<file path="src/rtl/pipe_ctrl_pkg.sv">
// Shared definitions for the pipeline control unit: opcode/funct constants,
// ALU operation encodings and the per-instruction control bundle.
package pipe_ctrl_pkg;

  localparam logic [5:0] OP_RTYPE = 6'h00;
  localparam logic [5:0] OP_J     = 6'h02;
  localparam logic [5:0] OP_JAL   = 6'h03;
  localparam logic [5:0] OP_BEQ   = 6'h04;
  localparam logic [5:0] OP_LW    = 6'h23;
  localparam logic [5:0] OP_SW    = 6'h2b;

  localparam logic [5:0] FN_JR    = 6'h08;
  localparam logic [5:0] FN_JALR  = 6'h09;
  localparam logic [5:0] FN_MULT  = 6'h18;

  typedef enum logic [1:0] {
    ALU_ADD   = 2'b00,
    ALU_SUB   = 2'b01,
    ALU_RTYPE = 2'b10,
    ALU_ITYPE = 2'b11
  } alu_op_e;

  // Control bundle carried down the pipe; EX fields first, then MEM, then WB.
  typedef struct packed {
    logic    reg_dst;
    logic    alu_src;
    alu_op_e alu_op;
    logic    ra_write;
    logic    mul;
    logic    mem_read;
    logic    mem_write;
    logic    reg_write;
    logic    mem_to_reg;
  } ctrl_bundle_t;

  localparam ctrl_bundle_t CTRL_ZERO = '0;

  function automatic logic [5:0] ex_bits(input ctrl_bundle_t c);
    return {c.reg_dst, c.alu_src, c.alu_op, c.ra_write, c.mul};
  endfunction

  function automatic logic [1:0] mem_bits(input ctrl_bundle_t c);
    return {c.mem_read, c.mem_write};
  endfunction

  function automatic logic [1:0] wb_bits(input ctrl_bundle_t c);
    return {c.reg_write, c.mem_to_reg};
  endfunction

endpackage

</file>
<file path="src/rtl/pipe_ctrl_unit_decode.sv">
// Pure combinational ID-stage decoder: control bundle, destination register
// and the control-transfer / source-usage flags used by the hazard logic.
module ctrl_decode
  import pipe_ctrl_pkg::*;
#(
  parameter int RA_W   = 5,
  parameter int RA_REG = 31
) (
  input  logic [5:0]      op_i,
  input  logic [5:0]      funct_i,
  input  logic [RA_W-1:0] rt_i,
  input  logic [RA_W-1:0] rd_i,
  output ctrl_bundle_t    ctrl_o,
  output logic [RA_W-1:0] dst_o,
  output logic            jump_o,
  output logic            jump_r_o,
  output logic            beq_o,
  output logic            use_rt_o
);

  localparam logic [RA_W-1:0] RA_DST = RA_W'(RA_REG);

  // Instruction decode table; instructions that write nothing report dst 0.
  always_comb begin
    ctrl_o   = CTRL_ZERO;
    dst_o    = '0;
    jump_o   = 1'b0;
    jump_r_o = 1'b0;
    beq_o    = 1'b0;
    use_rt_o = 1'b0;
    case (op_i)
      OP_RTYPE: begin
        ctrl_o.reg_dst   = 1'b1;
        ctrl_o.alu_op    = ALU_RTYPE;
        ctrl_o.reg_write = 1'b1;
        dst_o            = rd_i;
        use_rt_o         = 1'b1;
        case (funct_i)
          FN_JR: begin
            jump_r_o         = 1'b1;
            ctrl_o.reg_write = 1'b0;
            dst_o            = '0;
          end
          FN_JALR: begin
            jump_r_o        = 1'b1;
            ctrl_o.ra_write = 1'b1;
            dst_o           = RA_DST;
          end
          FN_MULT: begin
            ctrl_o.mul       = 1'b1;
            ctrl_o.reg_write = 1'b0;
            dst_o            = '0;
          end
          default: begin
            dst_o = rd_i;
          end
        endcase
      end
      OP_BEQ: begin
        ctrl_o.alu_op = ALU_SUB;
        beq_o         = 1'b1;
        use_rt_o      = 1'b1;
      end
      OP_J: begin
        jump_o = 1'b1;
      end
      OP_JAL: begin
        jump_o           = 1'b1;
        ctrl_o.ra_write  = 1'b1;
        ctrl_o.reg_write = 1'b1;
        dst_o            = RA_DST;
      end
      OP_LW: begin
        ctrl_o.mem_read   = 1'b1;
        ctrl_o.mem_to_reg = 1'b1;
        ctrl_o.alu_src    = 1'b1;
        ctrl_o.reg_write  = 1'b1;
        dst_o             = rt_i;
      end
      OP_SW: begin
        ctrl_o.mem_write = 1'b1;
        ctrl_o.alu_src   = 1'b1;
        use_rt_o         = 1'b1;
      end
      default: begin
        ctrl_o.alu_src   = 1'b1;
        ctrl_o.reg_write = 1'b1;
        ctrl_o.alu_op    = ALU_ITYPE;
        dst_o            = rt_i;
      end
    endcase
  end

endmodule

</file>
<file path="src/rtl/pipe_ctrl_unit.sv">
// Pipelined control and hazard unit for the 5-stage MIPS core.
// Optional build macro PIPE_CTRL_FORWARD_EN adds fwd_a/fwd_b forwarding
// selects and relaxes the RAW stall to load-use and branch-operand hazards.
module pipe_ctrl_unit
  import pipe_ctrl_pkg::*;
#(
  parameter int MUL_LAT = 4,
  parameter int RA_W    = 5,
  parameter int RA_REG  = 31
) (
  input  logic            clk,
  input  logic            rst,
  input  logic [5:0]      id_op,
  input  logic [5:0]      id_funct,
  input  logic [RA_W-1:0] id_rs,
  input  logic [RA_W-1:0] id_rt,
  input  logic [RA_W-1:0] id_rd,
  input  logic            eq,
  output logic            pc_write,
  output logic            ifid_write,
  output logic            if_flush,
  output logic            pc_src,
  output logic            jump,
  output logic            jump_r,
  output logic [5:0]      ex_ctrl,
  output logic [1:0]      mem_ctrl,
  output logic [1:0]      wb_ctrl,
  output logic [RA_W-1:0] ex_dst,
  output logic [RA_W-1:0] mem_dst,
  output logic [RA_W-1:0] wb_dst,
  output logic            mul_busy
`ifdef PIPE_CTRL_FORWARD_EN
  ,
  output logic [1:0]      fwd_a,
  output logic [1:0]      fwd_b
`endif
);

  localparam logic [3:0] MUL_INIT = 4'(MUL_LAT - 1);

  ctrl_bundle_t    id_ctrl;
  logic [RA_W-1:0] id_dst;
  logic            id_jump, id_jump_r, id_beq, id_use_rt;

  ctrl_bundle_t    ex_ctrl_q, ex_ctrl_d;
  logic [RA_W-1:0] ex_dst_q, ex_dst_d;
  logic [1:0]      mem_ctrl_q, mem_ctrl_d;
  logic [1:0]      mem_wb_q, mem_wb_d;
  logic [RA_W-1:0] mem_dst_q, mem_dst_d;
  logic [1:0]      wb_ctrl_q, wb_ctrl_d;
  logic [RA_W-1:0] wb_dst_q, wb_dst_d;
  logic [3:0]      mul_cnt_q, mul_cnt_d;
`ifdef PIPE_CTRL_FORWARD_EN
  logic [RA_W-1:0] ex_rs_q, ex_rs_d;
  logic [RA_W-1:0] ex_rt_q, ex_rt_d;
`endif

  logic mul_stall, hz_stall, load_use, br_haz, raw_haz;
  logic ex_nz, mem_nz, ex_rs_m, ex_rt_m, mem_rs_m, mem_rt_m, is_br;

  ctrl_decode #(
    .RA_W   (RA_W),
    .RA_REG (RA_REG)
  ) u_decode (
    .op_i     (id_op),
    .funct_i  (id_funct),
    .rt_i     (id_rt),
    .rd_i     (id_rd),
    .ctrl_o   (id_ctrl),
    .dst_o    (id_dst),
    .jump_o   (id_jump),
    .jump_r_o (id_jump_r),
    .beq_o    (id_beq),
    .use_rt_o (id_use_rt)
  );

  // Hazard detection: compare ID sources against EX and MEM destinations.
  always_comb begin
    mul_stall = (mul_cnt_q != 4'd0);
    ex_nz     = (ex_dst_q != '0);
    mem_nz    = (mem_dst_q != '0);
    ex_rs_m   = (ex_dst_q == id_rs);
    ex_rt_m   = (ex_dst_q == id_rt);
    mem_rs_m  = (mem_dst_q == id_rs);
    mem_rt_m  = (mem_dst_q == id_rt);
    is_br     = id_beq | id_jump_r;
    load_use  = ex_ctrl_q.mem_read & ex_nz & (ex_rs_m | (id_use_rt & ex_rt_m));
    br_haz    = is_br & (
                  (ex_ctrl_q.reg_write & ex_nz & (ex_rs_m | (id_beq & ex_rt_m))) |
                  (mem_ctrl_q[1] & mem_nz & (mem_rs_m | (id_beq & mem_rt_m))));
    raw_haz   = (ex_ctrl_q.reg_write & ex_nz & (ex_rs_m | (id_use_rt & ex_rt_m))) |
                (mem_wb_q[1] & mem_nz & (mem_rs_m | (id_use_rt & mem_rt_m)));
`ifdef PIPE_CTRL_FORWARD_EN
    hz_stall  = load_use | br_haz;
`else
    hz_stall  = load_use | br_haz | raw_haz;
`endif
  end

  // Fetch enables and control transfer; reset, then stalls, take priority.
  always_comb begin
    pc_write   = 1'b0;
    ifid_write = 1'b0;
    if_flush   = 1'b0;
    pc_src     = 1'b0;
    jump       = 1'b0;
    jump_r     = 1'b0;
    if (rst) begin
      pc_write = 1'b0;
    end else if (mul_stall || hz_stall) begin
      ifid_write = 1'b0;
    end else begin
      pc_write   = 1'b1;
      ifid_write = 1'b1;
      pc_src     = id_beq & eq;
      jump       = id_jump;
      jump_r     = id_jump_r;
      if_flush   = (id_beq & eq) | id_jump | id_jump_r;
    end
  end

  // Next-state of the stage registers and the multiplier countdown.
  always_comb begin
    ex_ctrl_d  = ex_ctrl_q;
    ex_dst_d   = ex_dst_q;
    mem_ctrl_d = mem_bits(ex_ctrl_q);
    mem_wb_d   = wb_bits(ex_ctrl_q);
    mem_dst_d  = ex_dst_q;
    wb_ctrl_d  = mem_wb_q;
    wb_dst_d   = mem_dst_q;
    mul_cnt_d  = 4'd0;
`ifdef PIPE_CTRL_FORWARD_EN
    ex_rs_d    = ex_rs_q;
    ex_rt_d    = ex_rt_q;
`endif
    if (mul_stall) begin
      // mult keeps EX; a bubble drains into MEM
      mul_cnt_d  = mul_cnt_q - 4'd1;
      mem_ctrl_d = 2'b00;
      mem_wb_d   = 2'b00;
      mem_dst_d  = '0;
    end else if (hz_stall) begin
      ex_ctrl_d = CTRL_ZERO;
      ex_dst_d  = '0;
`ifdef PIPE_CTRL_FORWARD_EN
      ex_rs_d   = '0;
      ex_rt_d   = '0;
`endif
    end else begin
      ex_ctrl_d = id_ctrl;
      ex_dst_d  = id_dst;
      mul_cnt_d = id_ctrl.mul ? MUL_INIT : 4'd0;
`ifdef PIPE_CTRL_FORWARD_EN
      ex_rs_d   = id_rs;
      ex_rt_d   = id_rt;
`endif
    end
  end

  // Stage registers with synchronous reset.
  always_ff @(posedge clk) begin
    if (rst) begin
      ex_ctrl_q  <= CTRL_ZERO;
      ex_dst_q   <= '0;
      mem_ctrl_q <= 2'b00;
      mem_wb_q   <= 2'b00;
      mem_dst_q  <= '0;
      wb_ctrl_q  <= 2'b00;
      wb_dst_q   <= '0;
      mul_cnt_q  <= 4'd0;
`ifdef PIPE_CTRL_FORWARD_EN
      ex_rs_q    <= '0;
      ex_rt_q    <= '0;
`endif
    end else begin
      ex_ctrl_q  <= ex_ctrl_d;
      ex_dst_q   <= ex_dst_d;
      mem_ctrl_q <= mem_ctrl_d;
      mem_wb_q   <= mem_wb_d;
      mem_dst_q  <= mem_dst_d;
      wb_ctrl_q  <= wb_ctrl_d;
      wb_dst_q   <= wb_dst_d;
      mul_cnt_q  <= mul_cnt_d;
`ifdef PIPE_CTRL_FORWARD_EN
      ex_rs_q    <= ex_rs_d;
      ex_rt_q    <= ex_rt_d;
`endif
    end
  end

`ifdef PIPE_CTRL_FORWARD_EN
  // Operand forwarding selects for the EX stage; EX/MEM beats MEM/WB.
  always_comb begin
    fwd_a = 2'b00;
    fwd_b = 2'b00;
    if (mem_wb_q[1] && mem_nz && (mem_dst_q == ex_rs_q)) begin
      fwd_a = 2'b10;
    end else if (wb_ctrl_q[1] && (wb_dst_q != '0) && (wb_dst_q == ex_rs_q)) begin
      fwd_a = 2'b01;
    end else begin
      fwd_a = 2'b00;
    end
    if (mem_wb_q[1] && mem_nz && (mem_dst_q == ex_rt_q)) begin
      fwd_b = 2'b10;
    end else if (wb_ctrl_q[1] && (wb_dst_q != '0) && (wb_dst_q == ex_rt_q)) begin
      fwd_b = 2'b01;
    end else begin
      fwd_b = 2'b00;
    end
  end
`endif

  assign ex_ctrl  = ex_bits(ex_ctrl_q);
  assign mem_ctrl = mem_ctrl_q;
  assign wb_ctrl  = wb_ctrl_q;
  assign ex_dst   = ex_dst_q;
  assign mem_dst  = mem_dst_q;
  assign wb_dst   = wb_dst_q;
  assign mul_busy = mul_stall;

endmodule

</file>
<file path="config.mk">
export PLATFORM = sky130hd
export DESIGN_NAME = pipe_ctrl_unit
export DESIGN_NICKNAME = d
export VERILOG_FILES = /design/src/rtl/pipe_ctrl_pkg.sv /design/src/rtl/pipe_ctrl_unit_decode.sv /design/src/rtl/pipe_ctrl_unit.sv
export SDC_FILE = /design/constraint.sdc
export NUM_CORES = 1
export LEC_CHECK = 0
export ABC_AREA = 1
export BUFFER_PORTS_ARGS = -buffer_cell sky130_fd_sc_hd__buf_2
export CAP_MARGIN = 20
export CORE_ASPECT_RATIO = 0.75
export CORE_MARGIN = 2
export CORE_UTILIZATION = 54
export DETAILED_ROUTE_END_ITERATION = 6
export PLACE_DENSITY = 0.83
export SKIP_CTS_REPAIR_TIMING = 1
export SYNTH_ARGS = -nofsm -noshare
export SYNTH_HDL_FRONTEND = slang
export SYNTH_SLANG_ARGS = --single-unit
export TNS_END_PERCENT = 10
</file>
<file path="constraint.sdc">
create_clock -name clk -period 3.85 [get_ports clk]
set_input_delay 0.1925 -clock clk [delete_from_list [all_inputs] [get_ports clk]]
set_output_delay 0.1925 -clock clk [all_outputs]
set_load 0.05 [all_outputs]
</file>
==> flow_summary.json <==
{
  "p_leak_nw": 1.23,
  "synth_fp_nets": 312,
  "syn_inst": 281,
  "place_area_sq_mm": 0.00215,
  "synthSimpleGateAreaFrac_pct": 38.6,
  "grt_pass1_wl_um": 7010,
  "power_mw": 1.43,
  "fmax_mhz": 459,
  "synth_fa_ha_area_share_pct": 0.664,
  "final_area_sq_mm": 0.00224,
  "worstPathRequired_ns": 3.66,
  "globalplace.congestion": 0.867,
  "seq_area_frac_synth_pct": 35.1,
  "io_pins": 62,
  "rsz0062_at_grt": "false",
  "antenna_found_initial": 0,
  "ir_drop_v": 0.000333,
  "crit_fanout": 16,
  "cts_max_level": 2,
  "syn-cell-area_sq_mm": 0.00188,
  "drc": 0,
  "track_usage_pct": 23.5,
  "start_util_pct": 56.9,
  "crit_type": "flip-flop to output pin",
  "hpwl_um": 3370,
  "coreArea_sq_mm": 0.00331,
  "clkTransAtPathRegs_ns": 0.06,
  "cts_buffer_depth": 2,
  "cts_tree": "built",
  "arrival_ns": 1.99,
  "die_w_um": 72.2,
  "tns_ns": 0,
  "clockRootBuffer": "clkbuf_8",
  "ant_nets": 0,
  "drive_above_1_share_pct": 26.2,
  "wirelength_um": 4260,
  "period_share_pct": 56.6,
  "setup_viol": 0,
  "fin_nets": 370,
  "drv_slew": 0,
  "dr.pass1.iters": 4,
  "dieArea_sq_mm": 0.00398,
  "layout_commonest_cell": "nand2_1",
  "num_vias": 1833,
  "end_kind": "output pin",
  "io_buffers": 61,
  "vias_per_cell": 4.82,
  "slew_headroom_pct": 63.7,
  "syn_avg_cell_area_sq_um": 6.70,
  "area_growth_pct": 18.7,
  "worst_slew_pin_slew_ns": 0.539,
  "grt_overflow": 0,
  "finalHoldViolCount": 0,
  "post_synth_xor_area_fraction_pct": 4.65,
  "clkLatencyLatePin_ns": 0.28,
  "skew_ns": 0.0102,
  "synthMuxAreaShare_pct": 0,
  "status": "finished, final reports clean",
  "cts_inserted_buffers": 5,
  "die_y_um": 55.1,
  "grt_pass1_vias": 1574,
  "fin_crit_ns": 2.18,
  "most-common-layout-cells": "74 x nand2_1, 61 x buf_2, 45 x inv_1, 36 x nor2_1, 33 x dfxtp_1",
  "ys_seq_elements": 33,
  "cts.sinks": 33,
  "synth_compound_area_share_pct": 7.11,
  "worstSetupStartpointType": "flip-flop",
  "synth_top_family_by_area": "simple AND/OR/NAND/NOR gates",
  "max_cap_viol_count": 0,
  "drtIter0Drc": 95,
  "wl_per_cell_um": 11.2,
  "yosys.cell_types.count": 31,
  "grt_max_degree": 17,
  "power_density_mw_per_mm2": 638,
  "min-delay-path-class": "input port to flip-flop",
  "num_rows": 18,
  "synth_warnings": 0,
  "diodes": 0
}
synthesized netlist by cell type:
| library cell | number | share of area (%) |
|---|---|---|
| nand2_1 | 74 | 15 |
| inv_1 | 45 | 9.0 |
| nor2_1 | 36 | 7.2 |
| dfxtp_1 | 33 | 35 |
| nand3_1 | 12 | 3.2 |
| o21ai_0 | 12 | 3.2 |
| nor3_1 | 9 | 2.4 |
| buf_4 | 8 | 3.2 |
| a21oi_1 | 7 | 1.9 |
| xor2_1 | 6 | 2.8 |
| nand4_1 | 5 | 1.7 |
| xnor2_1 | 4 | 1.9 |
| nand2_2 | 3 | 1.0 |
| nor2_2 | 3 | 1.0 |
| nor2_4 | 3 | 1.8 |
| o21ai_1 | 3 | 0.80 |
| inv_2 | 2 | 0.40 |
| nand2_4 | 2 | 1.2 |
| nand3_2 | 2 | 1.1 |
| a21oi_2 | 1 | 0.47 |
| and3_2 | 1 | 0.40 |
| buf_6 | 1 | 0.60 |
| clkbuf_8 | 1 | 0.73 |
| ha_1 | 1 | 0.66 |
| nand3_4 | 1 | 0.93 |
| nor2_8 | 1 | 1.1 |
| nor4_1 | 1 | 0.33 |
| o21ai_2 | 1 | 0.47 |
| o22ai_1 | 1 | 0.33 |
| or2_0 | 1 | 0.33 |
| or2_2 | 1 | 0.33 |
flip-flops by register name, summed over array words and instances (netlist names), 2 cells and up:
signal,count
ex_ctrl,6
mul_cnt_q,4
mem_wb_q,2
wb_ctrl,2
ex_dst,5
ex_ctrl_q,3
mem_dst,5
wb_dst,5
critical path, cell delays in order (launching register included):
cell	delay, ns
dfxtp_1	0.31
inv_1	0.07
ha_1	0.18
nand3_1	0.14
nor2_1	0.24
nand2_4	0.11
nor2_4	0.32
buf_2	0.34
per-stage QoR:
step	util, %	instances	setup WS (ns)	hold slack (ns)
after global placement	65.0	372	2.04	0.419
after detailed placement	65.0	372	1.97	0.425
after CTS	67.5	380	1.66	0.190
after floorplan	-	281	1.12	0.400
after global routing	67.5	380	1.53	0.207
final	67.5	380	1.67	0.199
worst paths after layout:
kind | start | endpoint | slack (ns) | cells past startpoint
max | mul_cnt_q[0] | pc_write | 1.67 | 7
min reg2reg | mem_wb_q[1] | wb_ctrl[1] | 0.43 | 2
min | rst | wb_dst[3] | 0.20 | 2
max reg2reg | mul_cnt_q[0] | mul_cnt_q[1] | 2.05 | 8
cell families (layout without fill, tap and decap cells):
kind of cell | after synthesis | in the layout
compound gates | 25 | 25
xor+xnor | 10 | 10
fa+ha+maj | 1 | 1
buf+inv | 57 | 116
flops | 33 | 33
simple gates | 155 | 155
area by class of cell:
cell class	instances	area, sq um
sequential	33	661
inverter	47	176
tap	40	50.0
timing repair buffer	61	305
multi-input combinational	191	961
clock buffer	6	72.6
fill	303	1070
clock inverter	2	10.0
power by group:
part / internal, mW / switching [mW]
Combinational: 0.184 / 0.522
Clock: 0.125 / 0.120
Sequential: 0.418 / 0.0581
layer usage:
metal	vias to the layer above	global-route usage (%)	part of all wire (%)
li1	977	-	-
met1	787	33.3	51
met2	63	33.5	39
met3	6	7.25	8.0
met4	0	8.81	1.5
met5	-	0	0
(Power assumes the default switching activity.)
